==> src/rtl/if_id_queue_pkg.sv <==
// Shared constants for the IF/ID decoupling queue and its neighbours in the pipeline.
// Holds the default PC width and the NOP encoding shown to ID when the queue is empty.
package if_id_queue_pkg;

    localparam int unsigned ADDR_WIDTH = 32;

    // NOP encoding; the hazard unit uses the same value when it inserts bubbles.
    localparam logic [31:0] IF_ID_BUBBLE = 32'h0000_0000;

endpackage

==> src/rtl/if_id_queue_mem.sv <==
// Entry storage for if_id_queue: DEPTH x WIDTH register array.
// Has one write port on the falling edge and one asynchronous read port.
module if_id_queue_mem #(
    parameter int unsigned WIDTH = 64,
    parameter int unsigned DEPTH = 4
) (
    input  logic                     i_clock,
    input  logic                     i_wr_en,
    input  logic [$clog2(DEPTH)-1:0] i_wr_addr,
    input  logic [WIDTH-1:0]         i_wr_data,
    input  logic [$clog2(DEPTH)-1:0] i_rd_addr,
    output logic [WIDTH-1:0]         o_rd_data
);

    logic [WIDTH-1:0] entries [DEPTH];

    // Contents are deliberately not reset; the pointers and count define what is valid.
    always_ff @(negedge i_clock) begin
        if (i_wr_en) begin
            entries[i_wr_addr] <= i_wr_data;
        end
    end

    assign o_rd_data = entries[i_rd_addr];

endmodule

==> src/rtl/if_id_queue.sv <==
// Decoupling queue between the fetch and decode stages, carrying {pc, instruction} pairs.
// Provides a valid/ready handshake on both sides, a flush input and an occupancy count.
module if_id_queue
    import if_id_queue_pkg::*;
#(
    parameter int unsigned NB_DATA = 32,
    parameter int unsigned NB_ADDR = ADDR_WIDTH,
    parameter int unsigned DEPTH   = 4
) (
    input  logic                     i_clock,
    input  logic                     i_reset,
    input  logic                     i_flush,
    input  logic                     i_valid,
    output logic                     o_ready,
    input  logic [NB_ADDR-1:0]       i_pc,
    input  logic [NB_DATA-1:0]       i_instruction,
    output logic                     o_valid,
    input  logic                     i_ready,
    output logic [NB_ADDR-1:0]       o_pc,
    output logic [NB_DATA-1:0]       o_instruction,
    output logic [$clog2(DEPTH):0]   o_count
);

    localparam int unsigned PTR_W   = $clog2(DEPTH);
    localparam int unsigned CNT_W   = PTR_W + 1;
    localparam int unsigned ENTRY_W = NB_ADDR + NB_DATA;
    localparam logic [CNT_W-1:0] FULL_COUNT = CNT_W'(DEPTH);

    logic [PTR_W-1:0]   wr_ptr;
    logic [PTR_W-1:0]   wr_ptr_next;
    logic [PTR_W-1:0]   rd_ptr;
    logic [PTR_W-1:0]   rd_ptr_next;
    logic [CNT_W-1:0]   count;
    logic [CNT_W-1:0]   count_next;
    logic               push;
    logic               pop;
    logic               mem_wr_en;
    logic [ENTRY_W-1:0] head;

    // Ready comes only from the registered count, so a full queue refuses a push
    // even when the head is being popped in the same cycle.
    assign o_ready = (count != FULL_COUNT);
    assign o_valid = (count != '0);
    assign push    = i_valid & o_ready;
    assign pop     = o_valid & i_ready;

    always_comb begin
        wr_ptr_next = wr_ptr;
        rd_ptr_next = rd_ptr;
        count_next  = count;
        if (i_flush) begin
            wr_ptr_next = '0;
            rd_ptr_next = '0;
            count_next  = '0;
        end else begin
            if (push) begin
                wr_ptr_next = wr_ptr + 1'b1;
            end
            if (pop) begin
                rd_ptr_next = rd_ptr + 1'b1;
            end
            case ({push, pop})
                2'b10:   count_next = count + 1'b1;
                2'b01:   count_next = count - 1'b1;
                default: count_next = count;
            endcase
        end
    end

    always_ff @(negedge i_clock) begin
        if (!i_reset) begin
            wr_ptr <= '0;
            rd_ptr <= '0;
            count  <= '0;
        end else begin
            wr_ptr <= wr_ptr_next;
            rd_ptr <= rd_ptr_next;
            count  <= count_next;
        end
    end

    // A push squashed by flush or reset must not land in storage.
    assign mem_wr_en = push & ~i_flush & i_reset;

    if_id_queue_mem #(
        .WIDTH (ENTRY_W),
        .DEPTH (DEPTH)
    ) u_mem (
        .i_clock   (i_clock),
        .i_wr_en   (mem_wr_en),
        .i_wr_addr (wr_ptr),
        .i_wr_data ({i_pc, i_instruction}),
        .i_rd_addr (rd_ptr),
        .o_rd_data (head)
    );

    assign o_pc          = o_valid ? head[ENTRY_W-1 -: NB_ADDR] : '0;
    assign o_instruction = o_valid ? head[NB_DATA-1:0] : NB_DATA'(IF_ID_BUBBLE);
    assign o_count       = count;

endmodule

==> config.mk <==
export PLATFORM = sky130hd
export DESIGN_NAME = if_id_queue
export DESIGN_NICKNAME = d
export VERILOG_FILES = /design/src/rtl/if_id_queue_pkg.sv /design/src/rtl/if_id_queue_mem.sv /design/src/rtl/if_id_queue.sv
export SDC_FILE = /design/constraint.sdc
export NUM_CORES = 1
export LEC_CHECK = 0
export CAP_MARGIN = 10
export CORE_MARGIN = 1.5
export CORE_UTILIZATION = 60
export DETAILED_ROUTE_END_ITERATION = 8
export DONT_BUFFER_PORTS = 1
export PLACE_DENSITY = 0.76
export SETUP_SLACK_MARGIN = 0.15
export SYNTH_ARGS = -nofsm -noshare
export SYNTH_HDL_FRONTEND = slang
export SYNTH_SLANG_ARGS = --single-unit
export TNS_END_PERCENT = 30
==> constraint.sdc <==
create_clock -name i_clock -period 7.9 [get_ports i_clock]
set_input_delay 2.37 -clock i_clock [delete_from_list [all_inputs] [get_ports i_clock]]
set_output_delay 2.37 -clock i_clock [all_outputs]
set_load 0.02 [all_outputs]
==> metrics.cfg, run 1 <==
[outcome]
status = finished with violations
violations = negative setup slack

[power_and_ir_drop]
clockPowerShare_pct = 52.3
leakagePower_uw = 0.00526
swShare_pct = 26.5
pwr-share-seq_pct = 44.0
switchingPower_uw = 949
power_per_cell_area_nw_per_um2 = 276
peakVddDrop_v = 0.000205
p_comb_share_pct = 3.8
internal_power_uw = 2630

[worst_hold_path]
hold_class = reg2reg

[floorplan]
fp.dieW_um = 133
io_pins = 138
fp.dieArea_um2 = 17800
dieHeight_um = 133
coreArea_um2 = 16600
start_util_pct = 61.6
rows = 47

[logic_synthesis]
synth_top_area_share_pct = 75.2
async_reset_ff_share_pct = 0
synth.cell_area_um2 = 10200
yosysSeqAreaShare_pct = 77.0
ys.flop_type = edfxtp_1
yosysUniqueCellTypes = 27
synth_top_cell_by_area = edfxtp_1
synth_most_common_cell = edfxtp_1
yosys-top-cells-area = edfxtp_1 75%, mux4_2 13%, and2_1 3.9%
ys_top_cells_by_count = 256 x edfxtp_1, 64 x and2_1, 60 x mux4_2, 9 x dfxtp_1, 8 x inv_1
ys_seq_elements = 265
synthesis.nets = 533
ys_warn_count = 0
synth-edff-count = 256
synth_area_per_cell_um2 = 22.3
syn-instance-count = 458

[global_route]
met1_usage_pct = 26.4
use_met2_pct = 40.9
grt.overflow.total = 0
grt_pass1_vias = 6393
grtUsageMet3_pct = 11.2
antenna_found_initial = 0
grt_first_pass_wirelength_mm = 32.1
globalRouteTotalUtil_pct = 24.5
grt_max_degree = 39
grt.busiest_layer = met2

[route]
drt_pass1_iterations = 4
viasPerCell = 5.41
drt_iter0_drc = 308
ant_nets = 0
wl_mm = 20.8
drc = 0
avgRoutedWirePerCell_um = 20.8
vias = 5417

[clocking]
hold_buffers = 0
cts_buffers = 27
clock-sinks = 265
clockBufferDepth = 3
cts_root_buf = clkbuf_16
clkSlewWorstSetupHoldPaths_ns = 0.04
cts.htree.levels = 1
clk_latency_ns = 0.60
cts_tree = yes

[sta]
worstMarginPinSlew_ns = 0.450
finalWorstSetupSlack_ns = -0.480
whs_ns = 0.515
hold_viol_final = 0
setup_viol = 64
maxSlewViolCount = 0
rsz0062_at_grt = yes
relSlewSlack_pct = 69.9
fin_worst_skew_ns = 0.0331

[worst_setup_path]
path_common_cell = buf_12
cp_data_required_time_ns = 5.53
path_max_fanout = 8
path_buf_inv = 3
arrival_ns = 6.01
crit_chain = buf_12, buf_12, buf_16, mux4_2, and2_4
path_class = reg2out
end_kind = output pin
path_delay_family = multiplexers
start_kind = flop
cpMaxStageDelayCell = mux4_2
slowest_delay_ns = 0.52

[placement]
finalWeightedCongestion = 0.728
dp_hpwl_mm = 10.8
dpl.cell_count = 676
place_area_um2 = 10600
port_buffers = 0

[layout]
instances_no_fill = 1001
fin_area_um2 = 13000
drive_above_1_share_pct = 26.4
syn2layout_area_growth_pct = 27.1
final_core_util_pct = 78.3
layout.nets = 835
num_antenna_cells = 0

[flow_run]
max_cap_viol_count = 0

## routing by layer
| layer | part of all wire, % | vias to the layer above |
|---|---|---|
| met4 | 1.2 | 0 |
| met1 | 36 | 2722 |
| met3 | 7.9 | 31 |
| met2 | 55 | 200 |
| met5 | 0 | - |
| li1 | - | 2464 |
## layout by cell type (no fill, tap or decap), types with 2 or more instances in the layout
master and instances:
inv_1 277, edfxtp_1 256, mux4_2 64, and2_4 57, clkbuf_16 27, buf_12 15
and2_1 8, buf_16 8, nor2_1 6, inv_4 6, bufinv_16 6, ha_1 5
dfxtp_1 5, buf_4 5, and3_4 4, xor2_1 4, clkinvlp_2 4, o31ai_1 2
o21ai_0 2, a21oi_1 2, nand4_1 2, dfxtp_4 2, dfxtp_2 2, buf_6 2
## cell type report
type	count	area, µm²
Inverter	7	26.3
Clock buffer	27	676
Timing Repair Buffer	30	581
Sequential cell	265	7880
Clock inverter	288	1270
Tap cell	220	275
Multi-Input combinational cell	164	2280
Fill cell	912	3600
## worst paths after layout
path	start	end	slack [ns]	cells past startpoint
setup / recovery	flop	o_pc[10]	-0.48	5
hold / removal	wr_ptr[0]$_SDFFE_NP0P_	wr_ptr[0]$_SDFFE_NP0P_	0.52	2
setup reg to reg	o_count[2]$_SDFFE_NP0P_	o_count[2]$_SDFFE_NP0P_	5.35	10
hold reg to reg	wr_ptr[0]$_SDFFE_NP0P_	wr_ptr[0]$_SDFFE_NP0P_	0.52	2
## power by group through the flow
stage               registers (µW)  logic [µW]  clock network (µW)
floorplan                     1590        85.2                 199
global placement              1590         105                 199
detailed placement            1590         106                 199
CTS                           1570         136                1930
global route                  1570         142                2080
finish                        1570         134                1870
## flip-flops by register name (all words and copies together) (netlist names), named ones only
register       cells
wr_ptr             2
o_count            3
rd_ptr             2
u_mem.entries    256
## logic make-up after synthesis
| kind of cell | share of synthesized area [%] |
|---|---|
| adders and majority gates | 0.808 |
| AOI/OAI and AO/OA | 0.429 |
| and+or+nand+nor | 4.98 |
| muxes | 14.3 |
| DFF | 77.0 |
| buffers and inverters | 2.18 |
| xor gates and xnor gates | 0.343 |
## repair_timing
item                                    in CTS  in global routing
buffers inserted                             4                  1
gates resized for setup                    131                  1
endpoints found under the setup margin      66                 66
cloned                                       6                  0
pin swaps                                    2                  1
## worst min-delay path, delay by kind of cell, from the launching register on
| kind | cells | cell delay, ns |
|---|---|---|
| simple gates | 1 | 0.06 |
| flops | 1 | 0.33 |
| compound gates | 1 | 0.07 |
## stage by stage
stage                     total power, µW  TNS [ns]  setup WS [ns]
after floorplan                      1880     -3.89        -0.0152
after global placement               1890         0          0.111
after detailed placement             1900         0         0.0738
after CTS                            3630    -27.02         -0.495
after global routing                 3790    -29.88         -0.543
final                                3580    -25.44         -0.480
(Power assumes the default switching activity.)
==> inputs of run 2 (changes only) <==
Settings changed: CORE_ASPECT_RATIO from default to 1.25.
==> metrics.cfg, run 2 (synthesis results as in run 1) <==
[worst_setup_path]
slowest_delay_ns = 0.51  ; about the same
path_delay_family = multiplexers
path_buf_inv = 3  ; unchanged
end_kind = output pin
cpMaxStageDelayCell = mux4_2
arrival_ns = 5.98  ; -0.03 ns
crit_chain = buf_4, buf_12, buf_16, mux4_2, and2_4
path_max_fanout = 8  ; unchanged
path_class = reg2out
start_kind = flop
cp_data_required_time_ns = 5.53  ; about the same

[layout]
final_common_cell = inv_1
num-fill-cells = 953  ; +4.5%
largest_register_ffs = 256  ; unchanged
regMostFlops = u_mem.entries
layout.nets = 836  ; +0.12%
drive_above_1_share_pct = 26.4  ; +0.034 points
layout_common_cells = 273 x inv_1, 256 x edfxtp_1, 64 x mux4_2, 54 x and2_4, 27 x clkbuf_16
num_antenna_cells = 0  ; unchanged
syn2layout_area_growth_pct = 27.5

[sta]
worstMarginPinSlew_ns = 0.435  ; -0.0148 ns
hold_viol_final = 0  ; unchanged
fin_worst_skew_ns = 0.0281  ; -0.00504 ns
setup_viol = 64  ; unchanged
rsz0062_at_grt = yes
whs_ns = 0.511  ; -0.00439 ns
maxSlewViolCount = 0  ; unchanged
relSlewSlack_pct = 70.7  ; +0.80 points
finalWorstSetupSlack_ns = -0.450  ; +0.0292 ns

[power_and_ir_drop]
p_comb_share_pct = 3.8  ; about the same
leakagePower_uw = 0.00525  ; -0.15%
pwr-share-seq_pct = 43.5  ; -0.5 points
power.total_uw = 3610  ; +0.95%
swShare_pct = 26.4  ; -0.092 points
power_per_cell_area_nw_per_um2 = 277  ; +0.60%
peakVddDrop_v = 0.000315  ; +54%
internal_power_uw = 2660  ; +1.1%
clockPowerShare_pct = 52.7  ; +0.4 points
switchingPower_uw = 954  ; +0.60%

[floorplan]
fp.dieArea_um2 = 17800  ; about the same
rows = 53  ; +13%
io_pins = 138  ; unchanged
fp.dieW_um = 120  ; -10%
coreArea_um2 = 16700  ; +0.77%
dieHeight_um = 149  ; +12%
start_util_pct = 61.1  ; -0.47 points

[clocking]
cts_tree = yes
hold_buffers = 0  ; unchanged
cts.htree.levels = 1  ; unchanged
cts_root_buf = clkbuf_16
clock-sinks = 265  ; unchanged
clk_latency_ns = 0.59  ; about the same
cts_buffers = 26  ; -3.7%
clockBufferDepth = 3  ; unchanged
clkSlewWorstSetupHoldPaths_ns = 0.03  ; about the same

[global_route]
grt_max_degree = 66  ; +69%
grt.overflow.total = 0  ; unchanged
grt_first_pass_wirelength_mm = 32.6  ; +1.5%
globalRouteTotalUtil_pct = 24.5  ; +0.048 points
grt_pass1_vias = 6486  ; +1.5%
antenna_found_initial = 0  ; unchanged

[route]
drc = 0  ; unchanged
avgRoutedWirePerCell_um = 21.0  ; +0.99%
ant_nets = 0  ; unchanged
drt_iter0_drc = 326  ; +5.8%
vias = 5528  ; +2.0%
wl_mm = 21.0  ; +0.89%
drt_pass1_iterations = 4  ; unchanged
viasPerCell = 5.53  ; +2.2%

[placement]
dp_hpwl_mm = 10.5  ; -2.7%
port_buffers = 0  ; unchanged
finalWeightedCongestion = 0.729  ; about the same
post-place-ws_ns = 0.0506  ; -0.0231 ns

[outcome]
status = finished with violations
violations = negative setup slack

[flow_run]
max_cap_viol_count = 0  ; unchanged

[worst_hold_path]
hold_class = reg2reg

run 2: worst paths after layout:
path	slack, ns	end	start	cells past startpoint
setup / recovery	-0.45	o_pc[24]	flop	5
hold / removal	0.51	wr_ptr[0]$_SDFFE_NP0P_	wr_ptr[0]$_SDFFE_NP0P_	2
setup reg to reg	5.40	o_count[2]$_SDFFE_NP0P_	o_count[2]$_SDFFE_NP0P_	10
hold reg to reg	0.51	wr_ptr[0]$_SDFFE_NP0P_	wr_ptr[0]$_SDFFE_NP0P_	2
run 2: power by group through the flow:
stage / Sequential (µW) / Clock (µW) / Combinational (µW)
after floorplan: 1590 / 199 / 85.2
after global placement: 1590 / 199 / 107
after detailed placement: 1590 / 199 / 109
after CTS: 1570 / 1950 / 137
after global routing: 1570 / 2110 / 144
final: 1570 / 1900 / 136
run 2: layout make-up:
| class | count | area, µm² | share of cell area, % |
|---|---|---|---|
| Timing Repair Buffer | 32 | 624 | 4.79 |
| Sequential cell | 265 | 7880 | 60.5 |
| Tap cell | 220 | 275 | 2.11 |
| Inverter | 7 | 26.3 | 0.202 |
| Clock inverter | 285 | 1280 | 9.81 |
| Multi-Input combinational cell | 164 | 2270 | 17.4 |
| Clock buffer | 27 | 676 | 5.19 |
run 2: metal layers:
layer	wire length, µm	vias up	GRT usage (%)	share of wire (%)
li1	-	2462	-	-
met1	7410	2813	26.2	35
met2	11600	221	41.2	55
met3	1620	32	10.8	7.7
met4	346	0	12.9	1.6
met5	0	-	0	0
run 2: worst reg2reg max path: stages, from the launching register on:
cell     delay (ns)
dfxtp_2        0.33
buf_6          0.14
or3b_4         0.44
and2_4         0.21
inv_1          0.06
ha_1           0.18
inv_1          0.06
fa_1           0.37
xor2_1         0.17
or3_1          0.32
a21oi_1        0.14
run 2: repair_timing:
| item | 4_1_cts | 5_1_grt |
|---|---|---|
| endpoints found under the setup margin | 66 | 66 |
| pin swaps | 2 | 0 |
| gates cloned | 6 | 0 |
| gates resized for setup | 120 | 4 |
| buffers inserted | 8 | 0 |
run 2: per-stage QoR:
| step | cells | setup TNS [ns] | utilization (%) | area, µm² |
|---|---|---|---|---|
| final | 1000 | -25.06 | 78.0 | 13000 |
| after CTS | 1000 | -25.45 | 77.9 | 13000 |
| after global routing | 1000 | -29.78 | 78.0 | 13000 |
| after floorplan | 458 | -3.89 | - | 10200 |
| after detailed placement | 675 | 0 | 63.7 | 10600 |
| after global placement | 675 | 0 | 63.7 | 10600 |
==> inputs of run 3 (changes only) <==
Settings changed: CTS_CLUSTER_DIAMETER from default to 80, PLACE_DENSITY 0.76 to default, PLACE_DENSITY_LB_ADDON from default to 0.12.
==> metrics.cfg, run 3 (synthesis results as in run 1) <==
[outcome]
status = finished with violations
violations = negative setup slack

[layout]
layout_common_cells = 277 x inv_1, 256 x edfxtp_1, 63 x mux4_2, 44 x and2_4, 33 x clkbuf_16
syn2layout_area_growth_pct = 27.4  ; about the same
final_common_cell = inv_1
num_antenna_cells = 0  ; unchanged
regMostFlops = u_mem.entries
largest_register_ffs = 256  ; unchanged
layout.nets = 848  ; +1.4%
drive_above_1_share_pct = 25.4  ; -1.0 points

[route]
drc = 0  ; unchanged
viasPerCell = 5.43  ; -1.7%
drt_iter0_drc = 287  ; -12%
ant_nets = 0  ; unchanged
drt_pass1_iterations = 5  ; +1
vias = 5500  ; -0.51%
wl_mm = 20.8  ; -0.78%
avgRoutedWirePerCell_um = 20.6  ; -2.0%

[sta]
rsz0062_at_grt = yes
finalWorstSetupSlack_ns = -0.492  ; -0.0415 ns
relSlewSlack_pct = 64.7  ; -6.0 points
fin_worst_skew_ns = 0.0388  ; +0.0107 ns
maxSlewViolCount = 0  ; unchanged
setup_viol = 65  ; +1.6%
hold_viol_final = 0  ; unchanged
worstMarginPinSlew_ns = 0.523  ; +0.0875 ns
whs_ns = 0.503  ; -0.00814 ns

[worst_setup_path]
path_class = reg2out
arrival_ns = 6.02  ; +0.04 ns
r2r_cells = 10  ; unchanged
cp_data_required_time_ns = 5.53  ; about the same
start_kind = flop
path_max_fanout = 6  ; -2
worstReg2RegStart = o_count[2]$_SDFFE_NP0P_
reg2reg_setup_slack_ns = 5.45  ; +0.05 ns
r2r-end = o_count[2]$_SDFFE_NP0P_
end_kind = output pin

[floorplan]
start_util_pct = 61.1  ; unchanged
io_pins = 138  ; unchanged
rows = 53  ; unchanged
fp.dieArea_um2 = 17800  ; unchanged
fp.dieW_um = 120  ; unchanged
coreArea_um2 = 16700  ; unchanged
dieHeight_um = 149  ; unchanged

[worst_hold_path]
min_to = wr_ptr[0]$_SDFFE_NP0P_
hold_class = reg2reg
hold_path.startpoint = wr_ptr[0]$_SDFFE_NP0P_
hold_depth = 2  ; unchanged

[global_route]
antenna_found_initial = 0  ; unchanged
grt_max_degree = 53  ; -20%
globalRouteTotalUtil_pct = 23.4  ; -1.2 points
grt.overflow.total = 0  ; unchanged
grt_first_pass_wirelength_mm = 31.2  ; -4.3%
grt_pass1_vias = 6371  ; -1.8%

[clocking]
hold_buffers = 0  ; unchanged
cts_tree = yes
clockBufferDepth = 3  ; unchanged
clk_latency_ns = 0.60  ; about the same
cts.htree.levels = 1  ; unchanged
cts_buffers = 27  ; +3.8%
clkSlewWorstSetupHoldPaths_ns = 0.05  ; +0.02 ns
cts_root_buf = clkbuf_16
clock-sinks = 265  ; unchanged

[flow_run]
max_cap_viol_count = 0  ; unchanged

[placement]
port_buffers = 0  ; unchanged
post-place-ws_ns = 0.122  ; +0.0711 ns
finalWeightedCongestion = 0.724  ; -0.65%
dp_hpwl_mm = 10.6  ; +0.56%

[power_and_ir_drop]
leakagePower_uw = 0.00527  ; +0.31%
power_per_cell_area_nw_per_um2 = 268  ; -3.3%
peakVddDrop_v = 0.000212  ; -33%

[run 3: worst max path at each step]
stage            start                            end  slack, ns  depth (start not counted)
4_1_cts           flop              o_instruction[31]      -0.47                          3
2_1_floorplan  i_reset  u_mem.entries[0][0]$_DFFE_NP_      -0.02                          2
3_3_place_gp   i_valid        o_count[2]$_SDFFE_NP0P_       0.13                          8
6_report          flop                        o_pc[3]      -0.49                          5
3_5_place_dp   i_valid        o_count[2]$_SDFFE_NP0P_       0.12                          8
5_1_grt           flop              o_instruction[20]      -0.54                          5
[run 3: layout make-up]
| cell class | instances | area (µm²) |
|---|---|---|
| Clock buffer | 27 | 676 |
| Clock inverter | 286 | 1200 |
| Fill cell | 963 | 3700 |
| Inverter | 7 | 26.3 |
| Multi-Input combinational cell | 164 | 2240 |
| Sequential cell | 265 | 7880 |
| Tap cell | 220 | 275 |
| Timing Repair Buffer | 43 | 719 |
[run 3: layer usage]
layer / track usage, % / part of all wire (%) / vias up
li1: - / - / 2483
met1: 25.3 / 36 / 2764
met2: 38.1 / 54 / 227
met3: 11.0 / 8.1 / 26
met4: 12.9 / 2.1 / 0
met5: 0 / 0 / -
[run 3: worst max-delay path, cell delays in order (launching register included)]
cell and delay (ns):
dfxtp_4 0.38, buf_8 0.15, buf_12 0.13, buf_4 0.11, mux4_2 0.50, and2_4 0.21
[run 3: metrics by stage]
step | cells | setup TNS, ns | util [%] | area (µm²) | total power, µW
final | 1012 | -26.95 | 77.9 | 13000 | 3490
after global routing | 1012 | -30.45 | 77.9 | 13000 | 3700
after CTS | 998 | -26.63 | 76.1 | 12700 | 3520
after detailed placement | 680 | 0 | 63.9 | 10700 | 1900
after global placement | 680 | 0 | 63.9 | 10700 | 1900
after floorplan | 458 | -3.89 | - | 10200 | 1880
[run 3: timing repair]
item	4_1_cts	5_1_grt
gates resized for setup	29	68
setup endpoints to repair	66	66
setup buffers	3	8
cloned	3	6
[run 3: power breakdown]
group / internal, µW / total [µW] / switching [µW]
Sequential: 1570 / 1570 / 4.24
Combinational: 58.7 / 135 / 76.4
Clock: 930 / 1780 / 853
